## config.mk

```make
export PLATFORM = sky130hd
export DESIGN_NAME = freq_gen
export DESIGN_NICKNAME = d
export VERILOG_FILES = /design/src/rtl/freq_gen.sv
export SDC_FILE = /design/constraint.sdc
export NUM_CORES = 1
export LEC_CHECK = 0
export BUFFER_PORTS_ARGS = -buffer_cell sky130_fd_sc_hd__buf_2
export CAP_MARGIN = 5
export CORE_MARGIN = 2
export CORE_UTILIZATION = 45
export DETAILED_ROUTE_END_ITERATION = 8
export SYNTH_ARGS = -nofsm -noshare
export SYNTH_HDL_FRONTEND = slang
export SYNTH_SLANG_ARGS = --single-unit
```

## constraint.sdc

```tcl
create_clock -name clk -period 12.5 [get_ports clk]
set_input_delay 2.5 -clock clk [delete_from_list [all_inputs] [get_ports clk]]
set_output_delay 2.5 -clock clk [all_outputs]
set_load 0.02 [all_outputs]
```

## src/rtl/freq_gen.sv

```systemverilog
// freq_gen: programmable square-wave generator with Bresenham-dithered period lengths
module freq_gen #(
  parameter int CNT_W   = 32,
  parameter int MAX_DIV = 16
) (
  input  logic             clk,
  input  logic             reset,
  input  logic             enable,
  input  logic             cfg_valid,
  output logic             cfg_ready,
  input  logic [CNT_W-1:0] period_sum,
  input  logic [7:0]       divisor,
  output logic             cfg_err,
  output logic             freq_out,
  output logic             period_done,
  output logic             group_done,
  output logic [31:0]      period_count
);
  localparam int DW = $clog2(MAX_DIV + 1);
  localparam int GW = MAX_DIV + 1;
  localparam int LW = CNT_W + 1;
  typedef enum logic [1:0] {IDLE, HIGH, LOW} state_t;
  state_t             state, st_n;
  logic               active, pend_valid;
  logic [CNT_W-1:0]   base, cnt, cnt_n, lo_len, pend_sum, eb;
  logic [MAX_DIV-1:0] rem, acc, er, ea;
  logic [DW-1:0]      d, pend_div, ed;
  logic [GW-1:0]      gidx, dm, emask, asum;
  logic [LW-1:0]      len, hi, lo;
  logic               bad, take, bnd, app, start;
  assign cfg_ready = !pend_valid;
  always_comb begin
    bad   = divisor > 8'(MAX_DIV) || (period_sum >> divisor) < CNT_W'(2);
    take  = cfg_valid && cfg_ready;
    bnd   = state == LOW && cnt == '0;
    app   = pend_valid && (state == IDLE || bnd);
    ed    = app ? pend_div : d;
    emask = (GW'(1) << ed) - GW'(1);
    dm    = (GW'(1) << d) - GW'(1);
    // a freshly applied config takes effect for the period that starts in this same cycle
    eb    = app ? pend_sum >> pend_div : base;
    er    = app ? pend_sum[MAX_DIV-1:0] & emask[MAX_DIV-1:0] : rem;
    ea    = app ? '0 : acc;
    asum  = GW'(ea) + GW'(er);
    len   = LW'(eb) + LW'(asum > emask);
    hi    = (len + LW'(1)) >> 1;
    lo    = len >> 1;
    start = enable && (active || app) && (state == IDLE || bnd);
    st_n  = start ? HIGH : (state == HIGH && cnt == '0) ? LOW : bnd ? IDLE : state;
    cnt_n = start ? CNT_W'(hi - LW'(1)) :
            (state == HIGH && cnt == '0) ? lo_len - CNT_W'(1) :
            (state == IDLE || bnd) ? '0 : cnt - CNT_W'(1);
  end
  always_ff @(posedge clk) begin
    if (reset) begin
      state        <= IDLE;
      cnt          <= '0;
      lo_len       <= '0;
      active       <= 1'b0;
      base         <= '0;
      rem          <= '0;
      d            <= '0;
      acc          <= '0;
      gidx         <= '0;
      pend_valid   <= 1'b0;
      pend_sum     <= '0;
      pend_div     <= '0;
      freq_out     <= 1'b0;
      period_done  <= 1'b0;
      group_done   <= 1'b0;
      cfg_err      <= 1'b0;
      period_count <= '0;
    end else begin
      state        <= st_n;
      cnt          <= cnt_n;
      freq_out     <= st_n == HIGH;
      period_done  <= st_n == LOW && cnt_n == '0;
      group_done   <= st_n == LOW && cnt_n == '0 && gidx == dm;
      cfg_err      <= take && bad;
      period_count <= period_count + 32'(bnd);
      if (take && !bad) begin
        pend_valid <= 1'b1;
        pend_sum   <= period_sum;
        pend_div   <= divisor[DW-1:0];
      end else if (app) pend_valid <= 1'b0;
      if (app) begin
        active <= 1'b1;
        base   <= eb;
        rem    <= er;
        d      <= ed;
      end
      if (start) begin
        acc    <= asum[MAX_DIV-1:0] & emask[MAX_DIV-1:0];
        lo_len <= CNT_W'(lo);
      end else if (app) acc <= '0;
      if (app) gidx <= '0;
      else if (bnd) gidx <= gidx == dm ? '0 : gidx + GW'(1);
    end
  end
endmodule

```

Yosys cells after proc, flatten, opt, wreduce, memory -nomap -nowiden. Index checks and enable logic that the tools add are counted.

Word-level logic and storage cells: 75. Bits in registers: 227. Output and inout bits: 37. Input bits: 44.

Reduce and logical (&&, ||, !) cells: 20. Shifts and indexed selects: 4. Muxes and demuxes: 14. Bitwise logic cells: 2. Add/subtract/negate cells: 10. Order comparisons: 3. Equality and inequality tests: 5.

Operators by type and width (count): $mux 32 (4); $sub 32x1->32 const B (3); $logic_not 32->1 (2); $mux 16 (3); $shl 1x5->17 const A (2); $sub 17x2->17 const B (2); $add 32x1->33 (1); $add 33x1->33 const B (1); $add 32x1->32 (1); $and 16x16->16 (2); $lt 32x2->1 const B (1); $shr 32x5->32 (1); $shr 32x8->32 (1); $add 16x16->17 (1); $add 17x1->17 const B (1); $eq 17x17->1 (1); $gt 17x17->1 (1); $mux 17 (1); $logic_and 1x1->1 (10); $gt 8x5->1 const B (1); $mux 2 (3); $mux 5 (1); $eq 2x1->1 const B (2); $eq 2x2->1 const B (2); other kinds (6) (10).

Longest topological paths before layout. Gate-level depths: netlist (run 1).

Depth after elaboration: 18. Depth in mapped cells: 65. Mapped depth without buffers: 60.

Worst setup path after synthesis (run 1). Ideal clock, no wire load.

Path type: reg2reg. Start point: register cnt[20]. End point: register group_done. Library setup time: 0.061 ns. Buffers on the path: 9. Slack: 0.323 ns. Required time: 12.439 ns. Arrival: 12.116 ns. Cell stages (with the launch flop): 57. Clock period less this slack: 12.177 ns. Cells stage by stage: dfxtp_1 > or4_4 > or3_1 > buf_2 > nor4_4 > nor2_2 > buf_2 > buf_2 > clkbuf_1 > clkbuf_1 > buf_1 > a21oi_1 > nand2_1 > inv_1 > nand3_1 > ha_1 > clkbuf_1 > clkbuf_1 > [... 21 more ...] > a41oi_1 > ha_1 > inv_1 > a211oi_4 > a32oi_1 > nor4_1 > xor2_1 > or4_1 > buf_2 > nor3_1 > a41oi_1 > nor4_2 > nand4_1 > nor4_2 > xnor2_1 > o21ai_1 > nor3_1 > and4_1.

Word-level cells in the longest chain between the ends: 18. Elaborated cells between the ends (all ways): 31. Those cells by class: add/sub (6); order compare (1); eq/ne (1); shift (1); mux (10); bitwise (1); reduce/logical (11).

Ends and longest elaborated chain: from (decl) (RTL line 25) `logic [CNT_W-1:0] base, cnt, cnt_n, lo_len, pend_sum, eb;`; from (signal assigned) (RTL line 75) `cnt <= cnt_n;`; $logic_not 32->1 (*) (RTL line 35) `bnd = state == LOW && cnt == '0;`; $logic_and 1x1->1 (*) (RTL line 35); $logic_or 1x1->1 (*) (RTL line 36) `app = pend_valid && (state == IDLE || bnd);`; $logic_and 1x1->1 (*) (RTL line 36); $mux 5 (RTL line 37) `ed = app ? pend_div : d;`; $shl 1x5->17 (RTL line 38) `emask = (GW'(1) << ed) - GW'(1);`; $sub 17x2->17 (RTL line 38); $and 16x16->16 (RTL line 42) `er = app ? pend_sum[MAX_DIV-1:0] & emask[MAX_DIV-1:0] : rem;`; [... 1 more ...]; named net er[2] (RTL line 26) `logic [MAX_DIV-1:0] rem, acc, er, ea;`; $add 16x16->17 (*) (RTL line 44) `asum = GW'(ea) + GW'(er);`; $gt 17x17->1 (*) (RTL line 45) `len = LW'(eb) + LW'(asum > emask);`; $add 32x1->33 (*) (RTL line 45); $add 33x1->33 (*) (RTL line 46) `hi = (len + LW'(1)) >> 1;`; $sub 32x1->32 (*) (RTL line 50) `cnt_n = start ? CNT_W'(hi - LW'(1)) :`; $mux 32 (*) (RTL line 50); $logic_not 32->1 (*) (RTL line 78) `group_done <= st_n == LOW && cnt_n == '0 && gidx == dm;`; $logic_and 1x1->1 (*) (2 in series) (RTL line 78); to (signal assigned) (RTL line 78); to (decl) (RTL line 16) `output logic group_done,`.

Mark *: on every way through the listed nets, which the timed path passes. The rest lies on a longest branch. A chain may end at the register's enable or synchronous reset.

Worst setup path in the final report (run 1).
Start point: register cnt[0]. End point: register group_done.

The elaborated chain is that of the path after synthesis.

==> results.md, run 1 <==
- CTS Sinks: 227
- Hold Path Cell Cnt: 2
- Post-Syn Area: 18,300 µm²
- Vias: 17,800
- Placer Congestion: 0.956
- Vias in the first global route: 17,000
- Hold Path Sink: rem[15]
- Hold crit path type: reg -> reg
- Min Hold Slack: 0.464 ns
- Ratio of cells with drive above 1 in the final layout: 13.2%
- Worst reg-to-reg setup slack: 0.88 ns
- Worst vdd ir: 0.000140 V
- Worst Path Class, Setup: reg -> reg
- CTS H-tree lvls: 1
- Antenna cell count: 0
- Slowest stage delay, CP: 0.48 ns
- Worst-margin pin slew: 1.07 ns
- Placed Cells: 2,912
- Die H: 205 µm
- Most frequent cells in the layout: 331 x nor2_1, 250 x nand2_1, 226 x dfxtp_1
- Critical-path maximum fanout: 10
- Storage cell area: 4550 µm²
- Final min period: 11.62 ns
- Async SR Flop Fraction: 0%
- Number of synthesized register bits: 227
- GRT Overall Usage: 27.1%
- Critical path buffers and inverters: 8
- Die area: 42,200 µm²
- Setup TNS Final: 0 ns
- Status: finished, final reports clean
- DRC Markers: 0
- Commonest non-fill, non-tap cell in the layout: nor2_1
- Start point of the worst hold path: rem[15]
- EDFF count, synth: 0
- Utilization after layout: 50.9%
- Setup Viol. Count Final: 0
- Fmax: 0.0860 GHz
- Cells after synthesis: 2,385
- Total grt overflow: 0
- Post-CTS Hold Buffers: 0
- Syn_area_per_cell: 7.66 µm²
- IO buf count: 80
- Top cell type's share of synthesized area: 24.9%
- Core footprint: 39,900 µm²
- 1st-pass router iterations: 6
- Yosys top cell by area: dfxtp_1
- R2R Path End: group_done
- Largest net degree at the start of global routing: 84
- Via density: 6.02
- Top FF cell, synth: dfxtp_1
- Max Clock Skew: 0.0174 ns
- Final-report hold violation count: 0
- Area delta synth->final: 11.2%
- TritonCTS buffer count: 28
- CP top delay family: simple AND/OR/NAND/NOR gates
- DRT antenna net count: 0
- Worst-path clk slew: 0.07 ns
- Register area share after synthesis: 24.9%
- Top cells by area, synth: dfxtp_1 25%, nor2_1 6.8%, xnor2_1 5.5%, mux2i_1 5.3%, nand2_1 5.1%
- Non-filler cells in the finished layout: 2,966
- Worst Setup End Kind: flip-flop
- Post-layout nets: 2,528
- Routed wire per std cell: 19.5 µm
- Final Max Slew Viols: 0
- Footprint of the multi-input gates: 13,100 µm²
- FF-to-FF path depth: 57
- Post-Route WL: 57.8 mm
- Critical Path Source Type: flip-flop
- Clock root buffer: clkbuf_16
- DR iter-0 viols: 1,422
- Clock latency on the worst-skew pair: 0.57 ns
- Mapped Nets: 2,491
- CP max stage cell: or3_1
- Clock Tree Buf Depth: 3
- # rows: 73
- Die Width: 205 µm
- CTS tree: yes
- Power Dens Cells: 88.6 nW/µm²
- Initial antenna violation count: 0
- Worst EP arrival: 12.14 ns
- Final period util: 93.0%
- Pleak: 7.92 nW
- Relative slew slack: 28.4%
- FILL cells: 3,900
- Synth cell types: 102
- Worst r2r src: cnt[0]
- Cell mode on critical path: inv_1
- Initial Utilization: 45.8%
- Worst endpoint required time: 13.02 ns
- I/O pins: 81
- First-pass GRT wire length: 92.6 mm
- Yosys warns: 0
- Post-DP HPWL: 43.7 mm
- MaxCap Viol Count: 0
[metal layers]
layer  global-route usage, %  wire (µm)  share of wire (%)
met5                       0          0                  0
met3                    2.49       2830                4.9
met4                    9.53       1980                3.4
met1                    36.3      26200                 45
met2                    45.6      26800                 46
[cell type report]
cell class | count | area share (%)
Clock buffer | 37 | 3.81
Clock inverter | 12 | 0.782
Sequential cell | 227 | 22.4
Tap cell | 525 | 3.23
Inverter | 58 | 1.07
Timing Repair Buffer | 140 | 4.22
Multi-Input combinational cell | 1967 | 64.5
[sequential cells by signal, summed over array words and instances (netlist names), 2 cells and up]
register and count:
d 5, pend_sum 32, pend_div 5, acc 16, base 32, state 2, rem 16, lo_len 32
gidx 17, cnt 32, period_count 32
[where the power goes]
| part | total [mW] | internal [mW] | switching [mW] |
|---|---|---|---|
| sequential | 0.734 | 0.728 | 0.00603 |
| combinational | 0.239 | 0.0895 | 0.149 |
| clock | 0.827 | 0.496 | 0.331 |
[what timing repair did]
action / CTS / global route
resized for setup: 0 / 30
buffers inserted: 0 / 5
setup endpoints to repair: 0 / 20
[metrics by stage]
step / cell area, µm² / setup WS [ns] / power (mW)
global route: 20300 / -0.0298 / 1.87
floorplan: 18300 / 0.323 / 0.918
CTS: 20100 / 0.0505 / 1.82
global placement: 19200 / 0.509 / 0.980
finish: 20300 / 0.876 / 1.80
detailed placement: 19200 / 0.103 / 0.982
[synthesized netlist by cell type, drive strengths merged, types with 7 or more instances]
library cell,number
o211ai,10
a211oi,34
nor4,40
nand3b,8
mux2i,96
xor2,82
a21o,16
or3,22
nand4,38
o31a,7
a211o,9
a2111oi,8
a22oi,11
nor2,334
buf,46
or4,11
nor3b,8
o21bai,8
nand2,252
mux2,23
and3,33
nor4b,11
o31ai,12
o22ai,30
dfxtp,227
a32oi,11
nor2b,45
a21oi,163
or2,15
and4,12
ha,61
o21ai,81
a31oi,16
nor3,94
nand3,71
inv,54
mux4,27
and2,35
xnor2,115
nand2b,26
clkbuf,87
[how the worst max path moves through the flow]
stage	cells past startpoint	slack, ns	startpoint	to
finish	57	0.88	cnt[0]	group_done
CTS	54	0.05	cnt[20]	group_done
global placement	54	0.51	cnt[20]	group_done
detailed placement	54	0.10	cnt[20]	group_done
global route	58	-0.03	cnt[0]	period_done
floorplan	56	0.32	cnt[20]	group_done
[worst reg2reg max path: cells and delay by family, from the launching register on]
family	cells	cell delay (ns)
buffers and inverters	8	0.74
flip-flops	1	0.33
AND/OR/NAND/NOR	20	4.48
adder cells (fa/ha/maj)	5	1.49
XOR/XNOR	2	0.33
AO/OA/AOI/OAI	22	4.21
[kinds of logic after synthesis]
family	after synthesis	share of synthesized area, %
DFF	227	24.9
buffers and inverters	191	4.38
AOI/OAI and AO/OA	498	18.3
muxes	146	10.0
and+or+nand+nor	1064	28.7
xor gates and xnor gates	197	9.45
adders and majority gates	62	4.29
Power figures use the tool's default switching activity.
==> inputs of run 2 (changes only) <==
--- a/config.mk
+++ b/config.mk
@@ -8,8 +8,9 @@
 export BUFFER_PORTS_ARGS = -buffer_cell sky130_fd_sc_hd__buf_2
 export CAP_MARGIN = 5
 export CORE_MARGIN = 2
-export CORE_UTILIZATION = 45
+export CORE_UTILIZATION = 57
 export DETAILED_ROUTE_END_ITERATION = 8
+export PLACE_DENSITY = 0.78
 export SYNTH_ARGS = -nofsm -noshare
 export SYNTH_HDL_FRONTEND = slang
 export SYNTH_SLANG_ARGS = --single-unit
==> results.md, run 2 (synthesis results as in run 1) <==
- Clock power share: 47.7% (+1.8 points)
- Vias in the first global route: 17,100 (+0.36%)
- Hold Path Cell Cnt: 2 (unchanged)
- Core footprint: 31,600 µm² (-21%)
- Storage cell area: 4550 µm² (unchanged)
- 1st-pass router iterations: 9 (+3)
- Combinational share of power: 12.6% (-0.7 points)
- Die Width: 183 µm (-11%)
- Die area: 33,500 µm² (-21%)
- Area delta synth->final: 10.1%
- Die H: 183 µm (-11%)
- IO buf count: 80 (unchanged)
- MaxCap Viol Count: 0 (unchanged)
- Routed wire per std cell: 19.6 µm (+0.50%)
- # rows: 65 (-11%)
- Final min period: 11.81 ns (+0.185 ns)
- FF-to-FF path depth: 56 (-1.8%)
- DRT antenna net count: 0 (unchanged)
- TritonCTS buffer count: 27 (-3.6%)
- Pre-CTS WS: 0.182 ns (+0.0795 ns)
- Relative slew slack: 28.5% (+0.033 points)
- Start point of the worst hold path: rem[10]
- Worst EP arrival: 12.31 ns (+0.17 ns)
- Final period util: 94.5% (+1.5 points)
- Worst r2r src: cnt[20]
- Critical path buffers and inverters: 7 (-1)
- Setup slack after layout: 0.691 ns (-0.185 ns)
- NetSw: 486 µW (about the same)
- I/O pins: 81 (unchanged)
- Hold Path Sink: rem[10]
- Setup Viol. Count Final: 0 (unchanged)
- Critical Path Source Type: flip-flop
- Vias: 18,100 (+1.3%)
- DRC Markers: 0 (unchanged)
- Via density: 6.37 (+5.9%)
- R2R Path End: group_done
- Commonest non-fill, non-tap cell in the layout: nor2_1
- GRT Overall Usage: 32.5% (+5.4 points)
- Worst vdd ir: 0.000111 V (-21%)
- Ratio of cells with drive above 1 in the final layout: 12.5% (-0.71 points)
- Final-report hold violation count: 0 (unchanged)
- Post-layout nets: 2,522 (-0.24%)
- Internal: 1.36 mW (+3.9%)
- Worst-margin pin slew: 1.06 ns (-0.00635 ns)
- Initial Utilization: 57.9% (+12 points)
- Min Hold Slack: 0.466 ns (+0.00221 ns)
- Setup TNS Final: 0 ns (unchanged)
- Clock root buffer: clkbuf_16
- Clock Tree Buf Depth: 3 (unchanged)
- Pleak: 7.93 nW (+0.18%)
- Fmax: 0.0847 GHz (-1.6%)
- CP max stage cell: or4_1
- Critical-path maximum fanout: 16 (+6)
- Antenna cell count: 0 (unchanged)
- Slowest stage delay, CP: 0.71 ns (+0.23 ns)
- Clock latency on the worst-skew pair: 0.57 ns (about the same)
- Worst reg-to-reg setup slack: 0.69 ns (-0.18 ns)
- Worst endpoint required time: 13.00 ns (-0.02 ns)
- Max Clock Skew: 0.0145 ns (-0.00286 ns)
- CTS Sinks: 227 (unchanged)
- Worst Setup End Kind: flip-flop
- Utilization after layout: 63.7% (+13 points)
- DR iter-0 viols: 1,513 (+6.4%)
- Power Dens Cells: 92.0 nW/µm² (+3.9%)
- Seq pwr share: 39.7% (-1.1 points)
- First-pass GRT wire length: 89.0 mm (-3.9%)
- CP top delay family: simple AND/OR/NAND/NOR gates
- CTS tree: yes
- Initial antenna violation count: 0 (unchanged)
- Hold crit path type: reg -> reg
- Footprint of the multi-input gates: 13,000 µm² (-0.77%)
- CTS H-tree lvls: 1 (unchanged)
- Worst Path Class, Setup: reg -> reg
- Post-DP HPWL: 41.3 mm (-5.4%)
- FILL cells: 2,847 (-27%)
- Largest net degree at the start of global routing: 123 (+46%)
- Most frequent cells in the layout: 332 x nor2_1, 250 x nand2_1, 226 x dfxtp_1
- Final Max Slew Viols: 0 (unchanged)
- Placer Congestion: 0.968 (+1.2%)
- Worst-path clk slew: 0.06 ns (about the same)
- Status: finished, final reports clean
- Total grt overflow: 0 (unchanged)
- Sw Share: 26.3% (-0.73 points)
- Post-Route WL: 55.6 mm (-3.8%)
[run 2: changes by cell type in the layout (fill, tap and decap cells not counted), sizes merged]
cell and change:
buf -5, clkinvlp -3, bufinv +2, clkbuf -2
inv +2, clkinv +1
[run 2: worst max-delay path by stage]
stage / startpoint / cells after the start / slack, ns / endpoint
3_5_place_dp: cnt[20] / 54 / 0.18 / group_done
2_1_floorplan: cnt[20] / 56 / 0.32 / group_done
3_3_place_gp: cnt[20] / 54 / 0.58 / group_done
6_report: cnt[20] / 56 / 0.69 / group_done
4_1_cts: cnt[20] / 54 / 0.1 / group_done
5_1_grt: cnt[20] / 57 / -0.08 / group_done
[run 2: timing repair]
action / 4_1_cts / 5_1_grt
hold endpoints to repair: 0 / 0
endpoints found under the setup margin: 0 / 17
setup buffers: 0 / 5
resized for setup: 0 / 11
hold buffers: 0 / 0
[run 2: worst min-delay path, delay by kind of cell (launching register included)]
family             cells  cell delay [ns]
DFF                    1             0.29
AOI/OAI and AO/OA      1             0.06
and+or+nand+nor        1             0.07
[run 2: through the flow]
stage          cells  power (mW)  instance area [µm²]
6_report        2838        1.85                20100
5_1_grt         2838        1.91                20100
4_1_cts         2833        1.86                20000
3_5_place_dp    2784       0.976                19000
3_3_place_gp    2784       0.973                19000
2_1_floorplan   2385       0.918                18300
[run 2: cell type report]
type	count	area share (%)
Tap cell	402	2.50
Clock buffer	35	3.91
Inverter	58	1.08
Timing Repair Buffer	135	4.08
Multi-Input combinational cell	1967	64.7
Sequential cell	227	22.6
Clock inverter	14	1.13
[run 2: power groups by stage]
| stage | Combinational [mW] | Clock (mW) | Sequential [mW] |
|---|---|---|---|
| 6_report | 0.233 | 0.883 | 0.734 |
| 5_1_grt | 0.252 | 0.925 | 0.734 |
| 4_1_cts | 0.228 | 0.898 | 0.734 |
| 3_5_place_dp | 0.226 | 0 | 0.750 |
| 3_3_place_gp | 0.223 | 0 | 0.750 |
| 2_1_floorplan | 0.170 | 0 | 0.748 |
[run 2: per-layer routing]
layer,global-route usage [%],vias to the layer above,share of wire [%]
met4,15.4,0,5.2
li1,-,8672,-
met1,41.6,8515,42
met2,55.0,698,47
met5,0,-,0
met3,3.38,189,6.0
